<file path="src/rtl/mux_arbiter_pkg.sv">
// Shared types and constants for the two-requester round-robin mux arbiter.
package mux_arbiter_pkg;

   typedef enum logic [1:0] {
      IDLE  = 2'b00,
      OWN_A = 2'b01,
      OWN_B = 2'b10
   } arb_state_e;

   localparam logic SEL_A = 1'b0;
   localparam logic SEL_B = 1'b1;

   localparam int unsigned MAX_BURST_LIMIT = 16;
   localparam int unsigned CNT_W           = 5;

endpackage

</file>
<file path="src/rtl/mux_arbiter_data_mux.sv">
// Combinational WIDTH-bit 2:1 select feeding the arbiter output register.
module arb_data_mux #(
   parameter int unsigned WIDTH = 4
) (
   input  logic             sel_i,
   input  logic [WIDTH-1:0] a_i,
   input  logic [WIDTH-1:0] b_i,
   output logic [WIDTH-1:0] y_o
);

   assign y_o = sel_i ? b_i : a_i;

endmodule

</file>
<file path="src/rtl/mux_arbiter.sv">
// Two-requester round-robin arbiter with a single registered output slot.
// Optional per-requester beat counters are enabled by MUX_ARBITER_STATS_EN.
module mux_arbiter
   import mux_arbiter_pkg::*;
#(
   parameter int unsigned WIDTH     = 4,
   parameter int unsigned MAX_BURST = 4
) (
   input  logic             clk,
   input  logic             rst_n,
   input  logic             a_valid,
   input  logic [WIDTH-1:0] a_data,
   output logic             a_ready,
   input  logic             b_valid,
   input  logic [WIDTH-1:0] b_data,
   output logic             b_ready,
   output logic             sel,
`ifdef MUX_ARBITER_STATS_EN
   output logic [15:0]      grant_cnt_a,
   output logic [15:0]      grant_cnt_b,
`endif
   output logic             out_valid,
   output logic [WIDTH-1:0] out_data,
   input  logic             out_ready
);

   localparam logic [CNT_W-1:0] MAX_CNT = CNT_W'(MAX_BURST);

   arb_state_e       state_q, state_d;
   logic             sel_q, sel_d;
   logic             prio_q, prio_d;
   logic [CNT_W-1:0] cnt_q, cnt_d, cnt_inc;
   logic             out_valid_q, out_valid_d;
   logic [WIDTH-1:0] out_data_q, out_data_d;
   logic [WIDTH-1:0] mux_data;
   logic             can_load, xfer_a, xfer_b;

   assign can_load = !out_valid_q || out_ready;
   assign a_ready  = (state_q == OWN_A) && can_load;
   assign b_ready  = (state_q == OWN_B) && can_load;
   assign xfer_a   = a_valid && a_ready;
   assign xfer_b   = b_valid && b_ready;
   assign cnt_inc  = cnt_q + CNT_W'(1);

   arb_data_mux #(.WIDTH(WIDTH)) u_mux (
      .sel_i (sel_q),
      .a_i   (a_data),
      .b_i   (b_data),
      .y_o   (mux_data)
   );

   always_ff @(posedge clk or negedge rst_n) begin
      if (!rst_n) begin
         state_q     <= IDLE;
         sel_q       <= SEL_A;
         prio_q      <= SEL_A;
         cnt_q       <= '0;
         out_valid_q <= 1'b0;
         out_data_q  <= '0;
      end else begin
         state_q     <= state_d;
         sel_q       <= sel_d;
         prio_q      <= prio_d;
         cnt_q       <= cnt_d;
         out_valid_q <= out_valid_d;
         out_data_q  <= out_data_d;
      end
   end

   // Ownership FSM: burst limit only forces a handover when the other side waits
   always_comb begin
      state_d     = state_q;
      sel_d       = sel_q;
      prio_d      = prio_q;
      cnt_d       = cnt_q;
      out_valid_d = out_valid_q;
      out_data_d  = out_data_q;

      unique case (state_q)
         IDLE: begin
            if (a_valid && b_valid) begin
               state_d = (prio_q == SEL_B) ? OWN_B : OWN_A;
               sel_d   = prio_q;
            end else if (a_valid) begin
               state_d = OWN_A;
               sel_d   = SEL_A;
            end else if (b_valid) begin
               state_d = OWN_B;
               sel_d   = SEL_B;
            end
         end
         OWN_A: begin
            if (!a_valid) begin
               prio_d = SEL_B;
               cnt_d  = '0;
               if (b_valid) begin
                  state_d = OWN_B;
                  sel_d   = SEL_B;
               end else begin
                  state_d = IDLE;
               end
            end else if (can_load) begin
               if ((cnt_inc >= MAX_CNT) && b_valid) begin
                  state_d = OWN_B;
                  sel_d   = SEL_B;
                  prio_d  = SEL_B;
                  cnt_d   = '0;
               end else begin
                  cnt_d = (cnt_inc >= MAX_CNT) ? MAX_CNT : cnt_inc;
               end
            end
         end
         OWN_B: begin
            if (!b_valid) begin
               prio_d = SEL_A;
               cnt_d  = '0;
               if (a_valid) begin
                  state_d = OWN_A;
                  sel_d   = SEL_A;
               end else begin
                  state_d = IDLE;
               end
            end else if (can_load) begin
               if ((cnt_inc >= MAX_CNT) && a_valid) begin
                  state_d = OWN_A;
                  sel_d   = SEL_A;
                  prio_d  = SEL_A;
                  cnt_d   = '0;
               end else begin
                  cnt_d = (cnt_inc >= MAX_CNT) ? MAX_CNT : cnt_inc;
               end
            end
         end
         default: begin
            state_d = IDLE;
         end
      endcase

      if (xfer_a || xfer_b) begin
         out_valid_d = 1'b1;
         out_data_d  = mux_data;
      end else if (out_ready) begin
         out_valid_d = 1'b0;
      end
   end

   assign sel       = sel_q;
   assign out_valid = out_valid_q;
   assign out_data  = out_data_q;

`ifdef MUX_ARBITER_STATS_EN
   logic [15:0] grant_cnt_a_q, grant_cnt_b_q;

   // Accepted-beat counters, wrapping naturally at 16 bits
   always_ff @(posedge clk or negedge rst_n) begin
      if (!rst_n) begin
         grant_cnt_a_q <= '0;
         grant_cnt_b_q <= '0;
      end else begin
         if (xfer_a) grant_cnt_a_q <= grant_cnt_a_q + 16'd1;
         if (xfer_b) grant_cnt_b_q <= grant_cnt_b_q + 16'd1;
      end
   end

   assign grant_cnt_a = grant_cnt_a_q;
   assign grant_cnt_b = grant_cnt_b_q;
`endif

endmodule

</file>
<file path="config.mk">
export PLATFORM = sky130hd
export DESIGN_NAME = mux_arbiter
export DESIGN_NICKNAME = d
export VERILOG_FILES = /design/src/rtl/mux_arbiter_pkg.sv /design/src/rtl/mux_arbiter_data_mux.sv /design/src/rtl/mux_arbiter.sv
export SDC_FILE = /design/constraint.sdc
export NUM_CORES = 1
export LEC_CHECK = 0
export BUFFER_PORTS_ARGS = -buffer_cell sky130_fd_sc_hd__buf_2
export CORE_AREA = 2 2 45 47
export DETAILED_ROUTE_END_ITERATION = 12
export DIE_AREA = 0 0 47 49
export PLACE_DENSITY_LB_ADDON = 0.25
export SYNTH_ARGS = -nofsm -noshare
export SYNTH_HDL_FRONTEND = slang
export SYNTH_SLANG_ARGS = --single-unit
</file>
<file path="constraint.sdc">
create_clock -name clk -period 2.4 [get_ports clk]
set_clock_uncertainty 0.15 [all_clocks]
set_input_delay 0.48 -clock clk [delete_from_list [all_inputs] [get_ports clk]]
set_output_delay 0.48 -clock clk [all_outputs]
set_load 0.05 [all_outputs]
</file>
# == Word-level counts from Yosys, hierarchy flattened ==
# Cells that the tools add are included.
# classes
add_sub_neg,1
reduce_logical,18
eq_ne,8
n_lt_le_gt_ge,1
n_mux,38
# op_table
operator,count
5-bit two-way mux,7
2-bit two-way mux,11
1-bit two-way mux,15
5-bit case mux with 2 select lines,1
5-bit AND reduction,2
"3-bit != test, second input constant",3
1-bit logical AND,7
"3-bit by 2-bit != test with 1-bit output, second input constant",2
2-bit case mux with 3 select lines,1
6-bit AND reduction,1
"5-bit by 1-bit adder with 5-bit output, second input constant",1
"5-bit by 3-bit >= comparator with 1-bit output, second input constant",1
4-bit two-way mux,1
"4-bit != test, second input constant",1
2-bit nonzero test,2
1-bit case mux with 3 select lines,1
3-bit AND reduction,1
3-bit nonzero test,1
"2-bit by 1-bit == test with 1-bit output, second input constant",1
"2-bit == test, second input constant",1
2-bit zero test,1
1-bit logical OR,2
1-bit case mux with 2 select lines,1
1-bit zero test,1
# totals
output_inout_bits,8
word_cells,72
ff_bits,14
inputBits,13

# == Depth between registers and ports, before layout ==
# Gate-level depths: netlist of run 1.
# logic_depth
depth_word,7
depth_mapped,8
mapped_depth_nobuf,7

# == Modules after synthesis ==
# A second synthesis of run 1 with hierarchy kept.
# unflattened
hier_cells,89
hier_area_um2,927.1
# modules_own_cells
mod,area_each_um2,seq_area_each_um2,cells_each,n_inst
mux_arbiter,882.1,350.3,85,1
arb_data_mux,45.0,0.0,4,1

# == Worst setup path before layout of run 1 ==
# OpenSTA, ideal clock, no wires.
# synth_path
path_kind,reg2reg
from,register cnt_q[0]
to,register state_q[0]
n_path_buf,0
synth_period_minus_slack_ns,1.985
stages_incl_launch_ff,7
path_slack_ns,0.415
setup_time_ns,0.125
required_time_ns,2.125
arrival_time_ns,1.710
path_cell_list,dfrtp_1 -> ha_1 -> or4_4 -> nand3_2 -> o211ai_4 -> nand3_4 -> mux2_4
# synth_between
elab_chain_len,5
elab_cells_between_ends,7
cone_classes,add/sub (1); order compare (1); eq/ne (2); reduce/logical (3)
# synth_rtl
element,line_no,source
from (decl),mux_arbiter.sv:32,"logic [CNT_W-1:0] cnt_q, cnt_d, cnt_inc;"
from (signal assigned),mux_arbiter.sv:64,cnt_q <= cnt_d;
5-bit by 1-bit adder with 5-bit output *,mux_arbiter.sv:43,assign cnt_inc = cnt_q + CNT_W'(1);
5-bit by 3-bit >= comparator with 1-bit output *,"mux_arbiter.sv:103, mux_arbiter.sv:124",
"1-bit logical AND, on equally long branches","mux_arbiter.sv:124, mux_arbiter.sv:103",
3-bit by 2-bit != test with 1-bit output (no source line),-,
5-bit AND reduction (no source line) *,-,
to (signal assigned),mux_arbiter.sv:61,state_q <= state_d;
to (decl),mux_arbiter.sv:29,"arb_state_e state_q, state_d;"
# Every way passes the cells marked *; elsewhere a longest branch is shown, timed or not.
# A chain may end at the register's enable or synchronous reset.

# == Worst setup path after layout of run 1 ==
# layout_path
from,register state_q[0]
to,output b_ready
# layout_between
elab_chain_len,2
# layout_rtl
element,line_no,source
2-bit == test,mux_arbiter.sv:40,assign b_ready = (state_q == OWN_B) && can_load;
1-bit logical AND,mux_arbiter.sv:40,
to (decl),mux_arbiter.sv:16,"output logic b_ready,"
# Every way passes these cells.

==> impl_table.tex, run 1 <==
\begin{tabular}{lr}
\hline
Metric & Value \\
\hline
\multicolumn{2}{l}{\textbf{Status}} \\
Status & complete, no violations \\
\multicolumn{2}{l}{\textbf{Timing}} \\
Final setup violation count & 0 \\
RSZ-0062 raised after global routing & false \\
Final period util & 0.916 \\
Slew at the pin closest to its max-slew limit & about 0.52 ns \\
Clock period minus final worst setup slack & between 2 and 2.5 ns \\
FMAX & 0.455 GHz \\
Number of failing hold endpoints at the final stage & 0 \\
Max-slew headroom at the worst pin & 0.641 \\
Max-slew violation total from the final report & 0 \\
Total Negative Setup Slacks & 0 ns \\
\multicolumn{2}{l}{\textbf{Worst setup path}} \\
Maximum fanout encountered on the critical timing path & 9 \\
Sort of element at the end of the critical path & primary output \\
Reg2Reg Depth & 6 \\
Required time at the endpoint of the critical path & between 1.5 and 2 ns \\
Crit start category & flip-flop \\
Critical path type & flip-flop to primary output \\
Flop-to-flop setup slack & approximately 0.35 ns \\
Arr. time, crit path & about 1.6 ns \\
Launch instance of the worst register-to-register path & cnt\_q[0]\$\_DFFE\_PN0P\_ \\
Endpoint of the lowest-slack register-to-register path & state\_q[0]\$\_DFFE\_PN0P\_ \\
\multicolumn{2}{l}{\textbf{CTS}} \\
CTS Root Buffer Type & sky130\_fd\_sc\_hd\_\_clkbuf\_4 \\
Total number of clock tree sinks & 14 \\
Worst-skew pair later-pin latency & around 0.27 ns \\
Clock tree from TritonCTS & built \\
Setup fix buffers added after clock tree synthesis & 0 \\
Deepest clock path buffer count & 2 \\
Post-cts gate resize count & 0 \\
Maximum level of the CTS H-tree & 1 \\
CTS clock-pin slew for the worst setup and hold paths & 0.07 ns \\
Number of buffers created by CTS & 3 \\
\multicolumn{2}{l}{\textbf{Global route}} \\
Gr ovfl total & 0 \\
Global-route wire length before repair & between 2 and 3 mm \\
Via count of the first global-routing pass & 730 \\
Global router's overall resource usage & 0.178 \\
Pin count of the biggest net entering global routing & 15 \\
Initial antenna violation count & 0 \\
\multicolumn{2}{l}{\textbf{Place}} \\
Detail Placement HPWL & roughly 1.4 mm \\
Number of placed instances, taps included & about 140 \\
Buffers on Ports & 20 \\
GP Congestion & around 0.80 \\
\multicolumn{2}{l}{\textbf{Floorplan}} \\
Die Ht & slightly below 50 um \\
Horizontal die dimension & 47 um \\
Cell Rows & 16 \\
Die ar. & 2300 um2 \\
Boundary Pins & 21 \\
Starting density of the core & 0.497 \\
Floorplan core area & $\sim$1800 um2 \\
\multicolumn{2}{l}{\textbf{Layout}} \\
Leading cell types in the layout, fill and taps excluded & sky130\_fd\_sc\_hd\_\_buf\_2, sky130\_fd\_sc\_hd\_\_dfrtp\_1, sky130\_fd\_sc\_hd\_\_nor2\_1 \\
Combined area of the multi-input logic cells & around 530 um2 \\
Leading cell type in the layout, fill and taps excluded & sky130\_fd\_sc\_hd\_\_buf\_2 \\
Layout overhead on the synthesized area & 17.2\% \\
Number of fill cells in the layout & approximately 180 \\
Fraction of layout instances using a drive strength above 1 & 0.293 \\
Post-layout net count & $\sim$140 \\
Number of cells in the finished layout apart from fillers & 143 \\
Area of all sequential standard cells & between 300 and 400 um2 \\
Final standard cell utilization of the core & 0.583 \\
Number of diodes added for antenna fixing & 0 \\
\multicolumn{2}{l}{\textbf{Synth}} \\
Count of flip-flops with a built-in enable after synthesis & 0 \\
Nets in the synthesized netlist & between 100 and 150 \\
Leading register cell type out of synthesis & sky130\_fd\_sc\_hd\_\_dfrtp\_1 \\
Number of warning messages in the yosys log & 0 \\
Syn\_area\_per\_cell & between 9 and 10 um2 \\
Post-synthesis sequential area ratio & 0.383 \\
Register bit count reported by yosys & 14 \\
Post-synthesis cell count & 95 \\
Distinct cell type count after synthesis & 36 \\
Ys async rst share & 1.00 \\
Cell Area, Synth & around 920 um2 \\
\multicolumn{2}{l}{\textbf{Route}} \\
Via count & approximately 750 \\
Length of the first detailed-routing pass in iterations & 4 \\
Wire length per cell & approximately 12 um \\
Post-DR vias/cell & 5.27 \\
Post-route ant nets & 0 \\
Final WL & between 1.5 and 2 mm \\
First-iteration detailed-routing DRC count & 23 \\
Remaining DRCs & 0 \\
\multicolumn{2}{l}{\textbf{Power and ir drop}} \\
Total power after layout & 1.41 mW \\
Lkg Pwr & $\sim$0.53 nW \\
Worst IR drop on VDD & $\sim$0.00063 V \\
Power per cell area & $\sim$1300 nW/um2 \\
\multicolumn{2}{l}{\textbf{Flow run}} \\
Maxcap violations & 0 \\
\multicolumn{2}{l}{\textbf{Min path}} \\
Hold Path Cell Cnt & 3 \\
Class of the worst hold path & primary input to flip-flop \\
Hold Startpoint & a\_data[1] \\
Sink of the worst hold path & out\_data[1]\$\_DFFE\_PN0P\_ \\
\hline
\end{tabular}
-- worst max path at each step --
stage	from	depth (start not counted)	endpoint	slack, ns
6_report	state_q[0]$_DFFE_PN0P_	4	b_ready	0.20
3_3_place_gp	cnt_q[0]$_DFFE_PN0P_	6	state_q[0]$_DFFE_PN0P_	0.39
3_5_place_dp	cnt_q[0]$_DFFE_PN0P_	6	state_q[0]$_DFFE_PN0P_	0.36
2_1_floorplan	cnt_q[0]$_DFFE_PN0P_	6	state_q[0]$_DFFE_PN0P_	0.42
5_1_grt	state_q[0]$_DFFE_PN0P_	4	b_ready	0.07
4_1_cts	state_q[0]$_DFFE_PN0P_	4	b_ready	0.17
-- flip-flops by register name (all words and copies together), names as in the netlist --
name       cells
out_valid      1
out_data       4
prio_q         1
state_q        2
sel            1
cnt_q          5
-- metal layers --
metal,GRT usage,part of all wire
met3,0.0556,0.053
met1,0.221,0.45
met4,0.0417,0.0058
met5,0,0
met2,0.292,0.49
-- synth_stat cells, types with 2 or more instances --
library cell / instances / area share
sky130_fd_sc_hd__ha_1: 6 / 0.082
sky130_fd_sc_hd__a21o_1: 2 / 0.016
sky130_fd_sc_hd__mux2i_1: 5 / 0.055
sky130_fd_sc_hd__a21oi_1: 8 / 0.044
sky130_fd_sc_hd__dfrtp_1: 14 / 0.38
sky130_fd_sc_hd__clkbuf_1: 2 / 0.0082
sky130_fd_sc_hd__nand2_1: 9 / 0.037
sky130_fd_sc_hd__inv_1: 5 / 0.020
sky130_fd_sc_hd__a31oi_1: 2 / 0.014
sky130_fd_sc_hd__and2_1: 4 / 0.027
sky130_fd_sc_hd__nand3_2: 2 / 0.022
sky130_fd_sc_hd__nor2_1: 10 / 0.041
sky130_fd_sc_hd__o21ai_0: 2 / 0.011
sky130_fd_sc_hd__mux2_4: 2 / 0.033
-- final cells by class --
cell class	instances	area share
clock buffer	3	0.0210
tap	27	0.0315
multi-input combinational	72	0.494
sequential	14	0.326
timing repair buffer	22	0.110
inverter	5	0.0175
-- where the power goes --
| part | total [mW] | internal, mW | switching, mW |
|---|---|---|---|
| registers | 0.414 | 0.329 | 0.0842 |
| clock network | 0.124 | 0.0581 | 0.0657 |
| logic | 0.872 | 0.319 | 0.554 |
-- kinds of logic (layout without fill, tap and decap cells) --
family	count (synthesis)	after routing	share of synthesized area
and+or+nand+nor	33	33	0.198
buffers and inverters	9	30	0.0382
AOI/OAI and AO/OA	26	26	0.212
muxes	7	7	0.0874
adders and majority gates	6	6	0.0820
DFF	14	14	0.383
-- critical path, stage by stage, from the launching register on --
cell and delay (ns):
sky130_fd_sc_hd__dfrtp_1 0.42, sky130_fd_sc_hd__inv_1 0.10, sky130_fd_sc_hd__ha_1 0.35, sky130_fd_sc_hd__and2_1 0.17, sky130_fd_sc_hd__buf_2 0.25
-- metrics by stage --
stage	setup slack, ns	hold WS (ns)	area, um2
floorplan	0.415	0.0344	916
global placement	0.392	0.234	1040
detailed placement	0.358	0.238	1040
CTS	0.173	0.356	1070
global route	0.0718	0.382	1070
finish	0.201	0.359	1070
-- timing repair --
item / in CTS / in global routing
endpoints found under the setup margin: 0 / 0
hold buffers: 1 / 0
endpoints found under the hold margin: 14 / 0
Power figures use the tool's default switching activity.
==> run 2: changes to the inputs <==
CORE_AREA = 2 2 44 46   (was 2 2 45 47)
DIE_AREA = 0 0 46 48   (was 0 0 47 49)
clock period = 2.74 ns   (was 2.4 ns; I/O delays follow)
==> run 2 against run 1 <==
- global-route usage rose by 0.79 points
- cell area fell by 2.8%
- die area fell by 4.1%
- clock-buffer cell count did not move
- sequential share of layout area rose by 0.94 points
- setup slack improved by 0.24 ns
- routed wire length rose by 2.0%
- via count rose by 0.80%
==> impl_table.tex, run 2 (same netlist as run 1, synthesis figures left out) <==
\begin{tabular}{lr}
\hline
Metric & Value \\
\hline
\multicolumn{2}{l}{\textbf{Layout}} \\
Number of diodes added for antenna fixing & 0 (unchanged) \\
Number of flip-flops under the largest register name & 5 (unchanged) \\
Final standard cell utilization of the core & 0.618 (+0.0349) \\
Layout overhead on the synthesized area & 13.9\% \\
Leading cell type in the layout, fill and taps excluded & sky130\_fd\_sc\_hd\_\_buf\_2 \\
Post-layout net count & 135 (-1.5\%) \\
Leading cell types in the layout, fill and taps excluded & sky130\_fd\_sc\_hd\_\_buf\_2, sky130\_fd\_sc\_hd\_\_dfrtp\_1, sky130\_fd\_sc\_hd\_\_nor2\_1 \\
Post-route standard cell area excluding fillers & 1040 um2 (-2.8\%) \\
Fraction of layout instances using a drive strength above 1 & 0.289 (-0.00363) \\
Number of fill cells in the layout & 148 (-17\%) \\
Reg with most FFs & cnt\_q \\
\multicolumn{2}{l}{\textbf{Floorplan}} \\
Die Ht & 48 um (-2.0\%) \\
Starting density of the core & 0.542 (+0.0449) \\
Boundary Pins & 21 (unchanged) \\
Floorplan core area & 1690 um2 (-8.3\%) \\
Die ar. & 2210 um2 (-4.1\%) \\
Cell Rows & 15 (-1) \\
Horizontal die dimension & 46 um (-2.1\%) \\
\multicolumn{2}{l}{\textbf{Global route}} \\
Global router's overall resource usage & 0.186 (+0.00792) \\
Via count of the first global-routing pass & 642 (-12\%) \\
Global-route wire length before repair & 2.89 mm (-3.2\%) \\
Initial antenna violation count & 0 (unchanged) \\
Gr ovfl total & 0 (unchanged) \\
Pin count of the biggest net entering global routing & 15 (unchanged) \\
\multicolumn{2}{l}{\textbf{Timing}} \\
Final period util & 0.838 \\
Final setup violation count & 0 (unchanged) \\
Total Negative Setup Slacks & 0 ns (unchanged) \\
Slew at the pin closest to its max-slew limit & 0.474 ns (-0.0509 ns) \\
Number of failing hold endpoints at the final stage & 0 (unchanged) \\
Clock period minus final worst setup slack & 2.30 ns \\
Max-slew headroom at the worst pin & 0.683 (+0.0418) \\
Max-slew violation total from the final report & 0 (unchanged) \\
FMAX & around 0.44 GHz \\
RSZ-0062 raised after global routing & false \\
\multicolumn{2}{l}{\textbf{Worst setup path}} \\
CP Cell Sequence & inv\_1 > ha\_1 > and2\_1 > buf\_2 \\
Endpoint of the lowest-slack register-to-register path & state\_q[1]\$\_DFFE\_PN0P\_ \\
Required time at the endpoint of the critical path & 2.04 ns (+0.27 ns) \\
Launch instance of the worst register-to-register path & cnt\_q[0]\$\_DFFE\_PN0P\_ \\
Crit start category & flip-flop \\
Maximum fanout encountered on the critical timing path & 9 (unchanged) \\
Arr. time, crit path & 1.60 ns (+0.03 ns) \\
Slowest cell on the critical path & sky130\_fd\_sc\_hd\_\_dfrtp\_1 \\
Flop-to-flop setup slack & 0.67 ns (+0.32 ns) \\
Sort of element at the end of the critical path & primary output \\
Critical path type & flip-flop to primary output \\
Crit-path leading delay family & flip-flops \\
Delay of the slowest critical-path stage & 0.42 ns (about the same) \\
Reg2Reg Depth & 6 (unchanged) \\
Total buffers and inverters traversed by the critical path & 2 (unchanged) \\
\multicolumn{2}{l}{\textbf{Route}} \\
Via count & 760 (+0.80\%) \\
Final WL & 1.77 mm (+2.0\%) \\
Wire length per cell & 13.5 um (+11\%) \\
Post-route ant nets & 0 (unchanged) \\
Length of the first detailed-routing pass in iterations & 4 (unchanged) \\
Post-DR vias/cell & 5.80 (+10\%) \\
Remaining DRCs & 0 (unchanged) \\
First-iteration detailed-routing DRC count & 12 (-48\%) \\
\multicolumn{2}{l}{\textbf{CTS}} \\
Deepest clock path buffer count & 2 (unchanged) \\
Clock tree from TritonCTS & built \\
CTS Root Buffer Type & sky130\_fd\_sc\_hd\_\_clkbuf\_4 \\
Setup fix buffers added after clock tree synthesis & 0 (unchanged) \\
Number of buffers created by CTS & 3 (unchanged) \\
Maximum level of the CTS H-tree & 1 (unchanged) \\
Worst-skew pair later-pin latency & 0.27 ns (about the same) \\
Post-cts gate resize count & 0 (unchanged) \\
CTS clock-pin slew for the worst setup and hold paths & 0.08 ns (about the same) \\
Total number of clock tree sinks & 14 (unchanged) \\
Quantity of hold-fixing buffers added after cts & 0 (-1) \\
\multicolumn{2}{l}{\textbf{Power and ir drop}} \\
Power per cell area & 1180 nW/um2 (-9.8\%) \\
Total power after layout & 1.24 mW (-12\%) \\
Worst IR drop on VDD & 0.000497 V (-21\%) \\
Lkg Pwr & 0.525 nW (-1.8\%) \\
\multicolumn{2}{l}{\textbf{Place}} \\
Detail Placement HPWL & 1.38 mm (+1.2\%) \\
Buffers on Ports & 20 (unchanged) \\
GP Congestion & 0.831 (+3.6\%) \\
Placement Cell Area & 1020 um2 (-1.9\%) \\
\multicolumn{2}{l}{\textbf{Status}} \\
Status & complete, no violations \\
\multicolumn{2}{l}{\textbf{Min path}} \\
Class of the worst hold path & primary input to asynchronous set/reset pin \\
\multicolumn{2}{l}{\textbf{Flow run}} \\
Maxcap violations & 0 (unchanged) \\
\hline
\end{tabular}
[run 2: changes by cell type in the layout (fill, tap and decap cells not counted)]
cell,previous run,this run
sky130_fd_sc_hd__buf_4,1,0
sky130_fd_sc_hd__dlygate4sd3_1,1,0
[run 2: cell type report]
cell class / count / area [um2] / area share
Timing Repair Buffer: 20 / 100 / 0.0959
Multi-Input combinational cell: 72 / 531 / 0.508
Inverter: 5 / 18.8 / 0.0180
Tap cell: 17 / 21.3 / 0.0204
Sequential cell: 14 / 350 / 0.336
Clock buffer: 3 / 22.5 / 0.0216
[run 2: worst reg2reg max path, cell delays in order (launching register included)]
cell and delay, ns:
sky130_fd_sc_hd__dfrtp_1 0.44, sky130_fd_sc_hd__ha_1 0.25, sky130_fd_sc_hd__or4_4 0.50, sky130_fd_sc_hd__nand3_2 0.11
sky130_fd_sc_hd__o211ai_4 0.11, sky130_fd_sc_hd__nand3_4 0.10, sky130_fd_sc_hd__mux2_4 0.30
[run 2: worst max-delay path by stage]
| stage | cells past startpoint | start | to | slack [ns] |
|---|---|---|---|---|
| after CTS | 4 | state_q[0]$_DFFE_PN0P_ | b_ready | 0.44 |
| after detailed placement | 6 | cnt_q[0]$_DFFE_PN0P_ | state_q[0]$_DFFE_PN0P_ | 0.68 |
| after global routing | 4 | state_q[0]$_DFFE_PN0P_ | b_ready | 0.33 |
| final | 4 | state_q[0]$_DFFE_PN0P_ | b_ready | 0.44 |
| after global placement | 4 | out_ready | b_ready | 0.69 |
| after floorplan | 2 | out_valid$_DFFE_PN0P_ | a_ready | 0.70 |
[run 2: power breakdown]
group	leakage, nW	internal, mW	switching, mW
clock network	0.0138	0.0509	0.0620
logic	0.339	0.272	0.487
registers	0.172	0.288	0.0747
total	0.525	0.612	0.624
[run 2: stage by stage]
stage	cells	setup slack, ns	hold WS (ns)
finish	131	0.444	0.00384
global route	131	0.335	0.0142
CTS	131	0.435	0.0105
detailed placement	128	0.681	0.310
global placement	128	0.694	0.307
floorplan	95	0.704	0.102
[run 2: layer usage]
layer  routed length (um)  vias to the layer above  global-route usage
met5                    0                        -                   0
met4                   17                        0              0.0571
met3                  100                        2              0.0377
met2                  774                       26               0.283
met1                  875                      355               0.264
li1                     -                      377                   -
==> run 3: changes to the inputs <==
ABC_AREA = 1   (was default)
CORE_AREA = 2 2 45 47   (was 2 2 44 46)
DIE_AREA = 0 0 47 49   (was 0 0 46 48)
clock period = 2.4 ns   (was 2.74 ns; I/O delays follow)
==> run 3 against run 2 <==
- worst hold slack better by 0.33 ns
- die area is 4.3% higher
- critical endpoint unchanged
- cell area grew 0.36%
- utilization shrank 4.9 points
- via count increased by 11%
- highest routed layer unchanged
- routed wire length rose by 0.45%
- global-route usage is 0.17 points lower
- setup slack got worse by 0.21 ns
==> impl_table.tex, run 3 <==
\begin{tabular}{lr}
\hline
Metric & Value \\
\hline
\multicolumn{2}{l}{\textbf{Status}} \\
Status & complete, no violations \\
\multicolumn{2}{l}{\textbf{Floorplan}} \\
Starting density of the core & 0.481 (-0.0612) \\
Die Ht & 49 um (+2.1\%) \\
Floorplan core area & 1840 um2 (+9.0\%) \\
Cell Rows & 16 (+1) \\
Horizontal die dimension & 47 um (+2.2\%) \\
Die ar. & 2300 um2 (+4.3\%) \\
Boundary Pins & 21 (unchanged) \\
\multicolumn{2}{l}{\textbf{Place}} \\
Placement Cell Area & 1010 um2 (-0.61\%) \\
DP Worst Slack & 0.558 ns (-0.122 ns) \\
Buffers on Ports & 20 (unchanged) \\
Detail Placement HPWL & 1.45 mm (+5.2\%) \\
Number of placed instances, taps included & 167 (+30\%) \\
GP Congestion & 0.912 (+9.8\%) \\
\multicolumn{2}{l}{\textbf{Timing}} \\
Slew at the pin closest to its max-slew limit & 0.316 ns (-0.158 ns) \\
Final setup violation count & 0 (unchanged) \\
Number of failing hold endpoints at the final stage & 0 (unchanged) \\
Clock period minus final worst setup slack & around 2.2 ns \\
Final period util & 0.901 \\
Worst Setup Slack, final & 0.238 ns (-0.206 ns) \\
Hold Worst Slack & 0.331 ns (+0.327 ns) \\
RSZ-0062 raised after global routing & false \\
Max-slew headroom at the worst pin & 0.789 (+0.107) \\
Total Negative Setup Slacks & 0 ns (unchanged) \\
FMAX & 0.463 GHz \\
Max-slew violation total from the final report & 0 (unchanged) \\
\multicolumn{2}{l}{\textbf{Synth}} \\
Count of flip-flops with a built-in enable after synthesis & 0 (unchanged) \\
Post-synthesis cell count & 121 (+27\%) \\
Leading register cell type out of synthesis & sky130\_fd\_sc\_hd\_\_dfrtp\_1 \\
Distinct cell type count after synthesis & 18 (-50\%) \\
Biggest area consumer among synthesized cells & sky130\_fd\_sc\_hd\_\_dfrtp\_1 \\
Cell Area, Synth & 886 um2 (-3.3\%) \\
Nets in the synthesized netlist & 140 (+23\%) \\
Leading cell types by total area after synthesis & sky130\_fd\_sc\_hd\_\_dfrtp\_1, sky130\_fd\_sc\_hd\_\_nand2\_1, sky130\_fd\_sc\_hd\_\_ha\_1 \\
Register bit count reported by yosys & 14 (unchanged) \\
Synth top area share & 0.395 (+0.0130) \\
Ys async rst share & 1.00 (unchanged) \\
Most repeated cell in the gate-level netlist after synthesis & sky130\_fd\_sc\_hd\_\_nand2\_1 \\
Post-synthesis sequential area ratio & 0.395 (+0.0130) \\
Number of warning messages in the yosys log & 0 (unchanged) \\
Top cells by instance count after synthesis & sky130\_fd\_sc\_hd\_\_nand2\_1, sky130\_fd\_sc\_hd\_\_inv\_1, sky130\_fd\_sc\_hd\_\_dfrtp\_1 \\
Syn\_area\_per\_cell & 7.32 um2 (-24\%) \\
\multicolumn{2}{l}{\textbf{Worst setup path}} \\
Setup crit start & state\_q[0]\$\_DFFE\_PN0P\_ \\
Sort of element at the end of the critical path & primary output \\
Flop-to-flop setup slack & 0.69 ns (+0.02 ns) \\
Maximum fanout encountered on the critical timing path & 5 (-4) \\
Crit start category & flip-flop \\
Critical path type & flip-flop to primary output \\
Launch instance of the worst register-to-register path & state\_q[0]\$\_DFFE\_PN0P\_ \\
Required time at the endpoint of the critical path & 1.77 ns (-0.27 ns) \\
Arr. time, crit path & 1.53 ns (-0.07 ns) \\
Endpoint of the lowest-slack register-to-register path & cnt\_q[0]\$\_DFFE\_PN0P\_ \\
Reg2Reg Depth & 9 (+3) \\
\multicolumn{2}{l}{\textbf{Route}} \\
Wire length per cell & 10.4 um (-23\%) \\
Post-DR vias/cell & 4.95 (-15\%) \\
Via count & 847 (+11\%) \\
Remaining DRCs & 0 (unchanged) \\
First-iteration detailed-routing DRC count & 15 (+3) \\
Post-route ant nets & 0 (unchanged) \\
Length of the first detailed-routing pass in iterations & 5 (+1) \\
Final WL & 1.77 mm (+0.45\%) \\
\multicolumn{2}{l}{\textbf{Global route}} \\
Via count of the first global-routing pass & 739 (+15\%) \\
Gr ovfl total & 0 (unchanged) \\
Global-route wire length before repair & 3.13 mm (+8.1\%) \\
Global router's overall resource usage & 0.184 (-0.00168) \\
Pin count of the biggest net entering global routing & 15 (unchanged) \\
Initial antenna violation count & 0 (unchanged) \\
\multicolumn{2}{l}{\textbf{Flow run}} \\
Maxcap violations & 0 (unchanged) \\
\multicolumn{2}{l}{\textbf{CTS}} \\
CTS clock-pin slew for the worst setup and hold paths & 0.08 ns (about the same) \\
Deepest clock path buffer count & 2 (unchanged) \\
Worst-skew pair later-pin latency & 0.28 ns (about the same) \\
Clock tree from TritonCTS & built \\
Total number of clock tree sinks & 14 (unchanged) \\
CTS Root Buffer Type & sky130\_fd\_sc\_hd\_\_clkbuf\_4 \\
Number of buffers created by CTS & 3 (unchanged) \\
Maximum level of the CTS H-tree & 1 (unchanged) \\
Post-cts gate resize count & 0 (unchanged) \\
\multicolumn{2}{l}{\textbf{Layout}} \\
Number of cells in the finished layout apart from fillers & 171 (+31\%) \\
Reg with most FFs & cnt\_q \\
Number of flip-flops under the largest register name & 5 (unchanged) \\
Number of fill cells in the layout & 183 (+24\%) \\
Number of diodes added for antenna fixing & 0 (unchanged) \\
Post-layout net count & 165 (+22\%) \\
Layout overhead on the synthesized area & 18.2\% \\
Fraction of layout instances using a drive strength above 1 & 0.222 (-0.0673) \\
Leading cell types in the layout, fill and taps excluded & sky130\_fd\_sc\_hd\_\_nand2\_1, sky130\_fd\_sc\_hd\_\_buf\_2, sky130\_fd\_sc\_hd\_\_inv\_1 \\
Post-route standard cell area excluding fillers & 1050 um2 (+0.36\%) \\
Leading cell type in the layout, fill and taps excluded & sky130\_fd\_sc\_hd\_\_nand2\_1 \\
\multicolumn{2}{l}{\textbf{Min path}} \\
Sink of the worst hold path & prio\_q\$\_DFFE\_PN0P\_ \\
Class of the worst hold path & flip-flop to flip-flop \\
Hold Startpoint & prio\_q\$\_DFFE\_PN0P\_ \\
Hold Path Cell Cnt & 2 \\
\multicolumn{2}{l}{\textbf{Power and ir drop}} \\
Worst IR drop on VDD & 0.000715 V (+44\%) \\
Lkg Pwr & 0.589 nW (+12\%) \\
Power per cell area & 1260 nW/um2 (+6.3\%) \\
\hline
\end{tabular}
==> run 3: cell families after synthesis <==
kind of cell / after synthesis / share of synthesized area
flops: 14 / 0.395
simple gates: 65 / 0.325
compound gates: 18 / 0.117
buf+inv: 18 / 0.0777
fa+ha+maj: 6 / 0.0847
==> run 3: metrics by stage <==
stage          power [mW]  utilization
3_5_place_dp         1.19        0.551
5_1_grt              1.44        0.569
3_3_place_gp         1.18        0.551
4_1_cts              1.33        0.569
2_1_floorplan        1.02            -
6_report             1.32        0.569
==> run 3: worst max path at each step <==
stage,to,cells past startpoint
detailed placement,b_ready,5
global placement,b_ready,5
CTS,b_ready,5
finish,b_ready,5
global route,b_ready,5
floorplan,b_ready,4
==> run 3: what timing repair did <==
item / in CTS / in global routing
setup endpoints to repair: 0 / 0
buffers inserted: 0 / 0
endpoints found under the hold margin: 14 / 0
hold buffers: 1 / 0
==> run 3: final cells by class <==
cell class	count	area, um2	area share
timing repair buffer	21	110	0.105
sequential	14	350	0.335
tap	27	33.8	0.0323
clock buffer	3	22.5	0.0215
multi-input combinational	89	467	0.446
inverter	17	63.8	0.0609
==> run 3: critical path, stage by stage (launching register included) <==
cell,delay (ns)
sky130_fd_sc_hd__dfrtp_1,0.41
sky130_fd_sc_hd__inv_1,0.10
sky130_fd_sc_hd__ha_1,0.26
sky130_fd_sc_hd__inv_1,0.11
sky130_fd_sc_hd__nor2_1,0.11
sky130_fd_sc_hd__buf_2,0.26
==> run 3: power breakdown <==
group | internal [mW] | switching (mW) | leakage [nW]
Clock | 0.0583 | 0.0712 | 0.0138
Sequential | 0.328 | 0.0781 | 0.180
Combinational | 0.234 | 0.549 | 0.396
==> run 3: metal layers <==
metal / global-route usage / routed length [um]
met4: 0.0417 / 11
met3: 0.0630 / 85
met5: 0 / 0
met1: 0.243 / 851
met2: 0.285 / 825
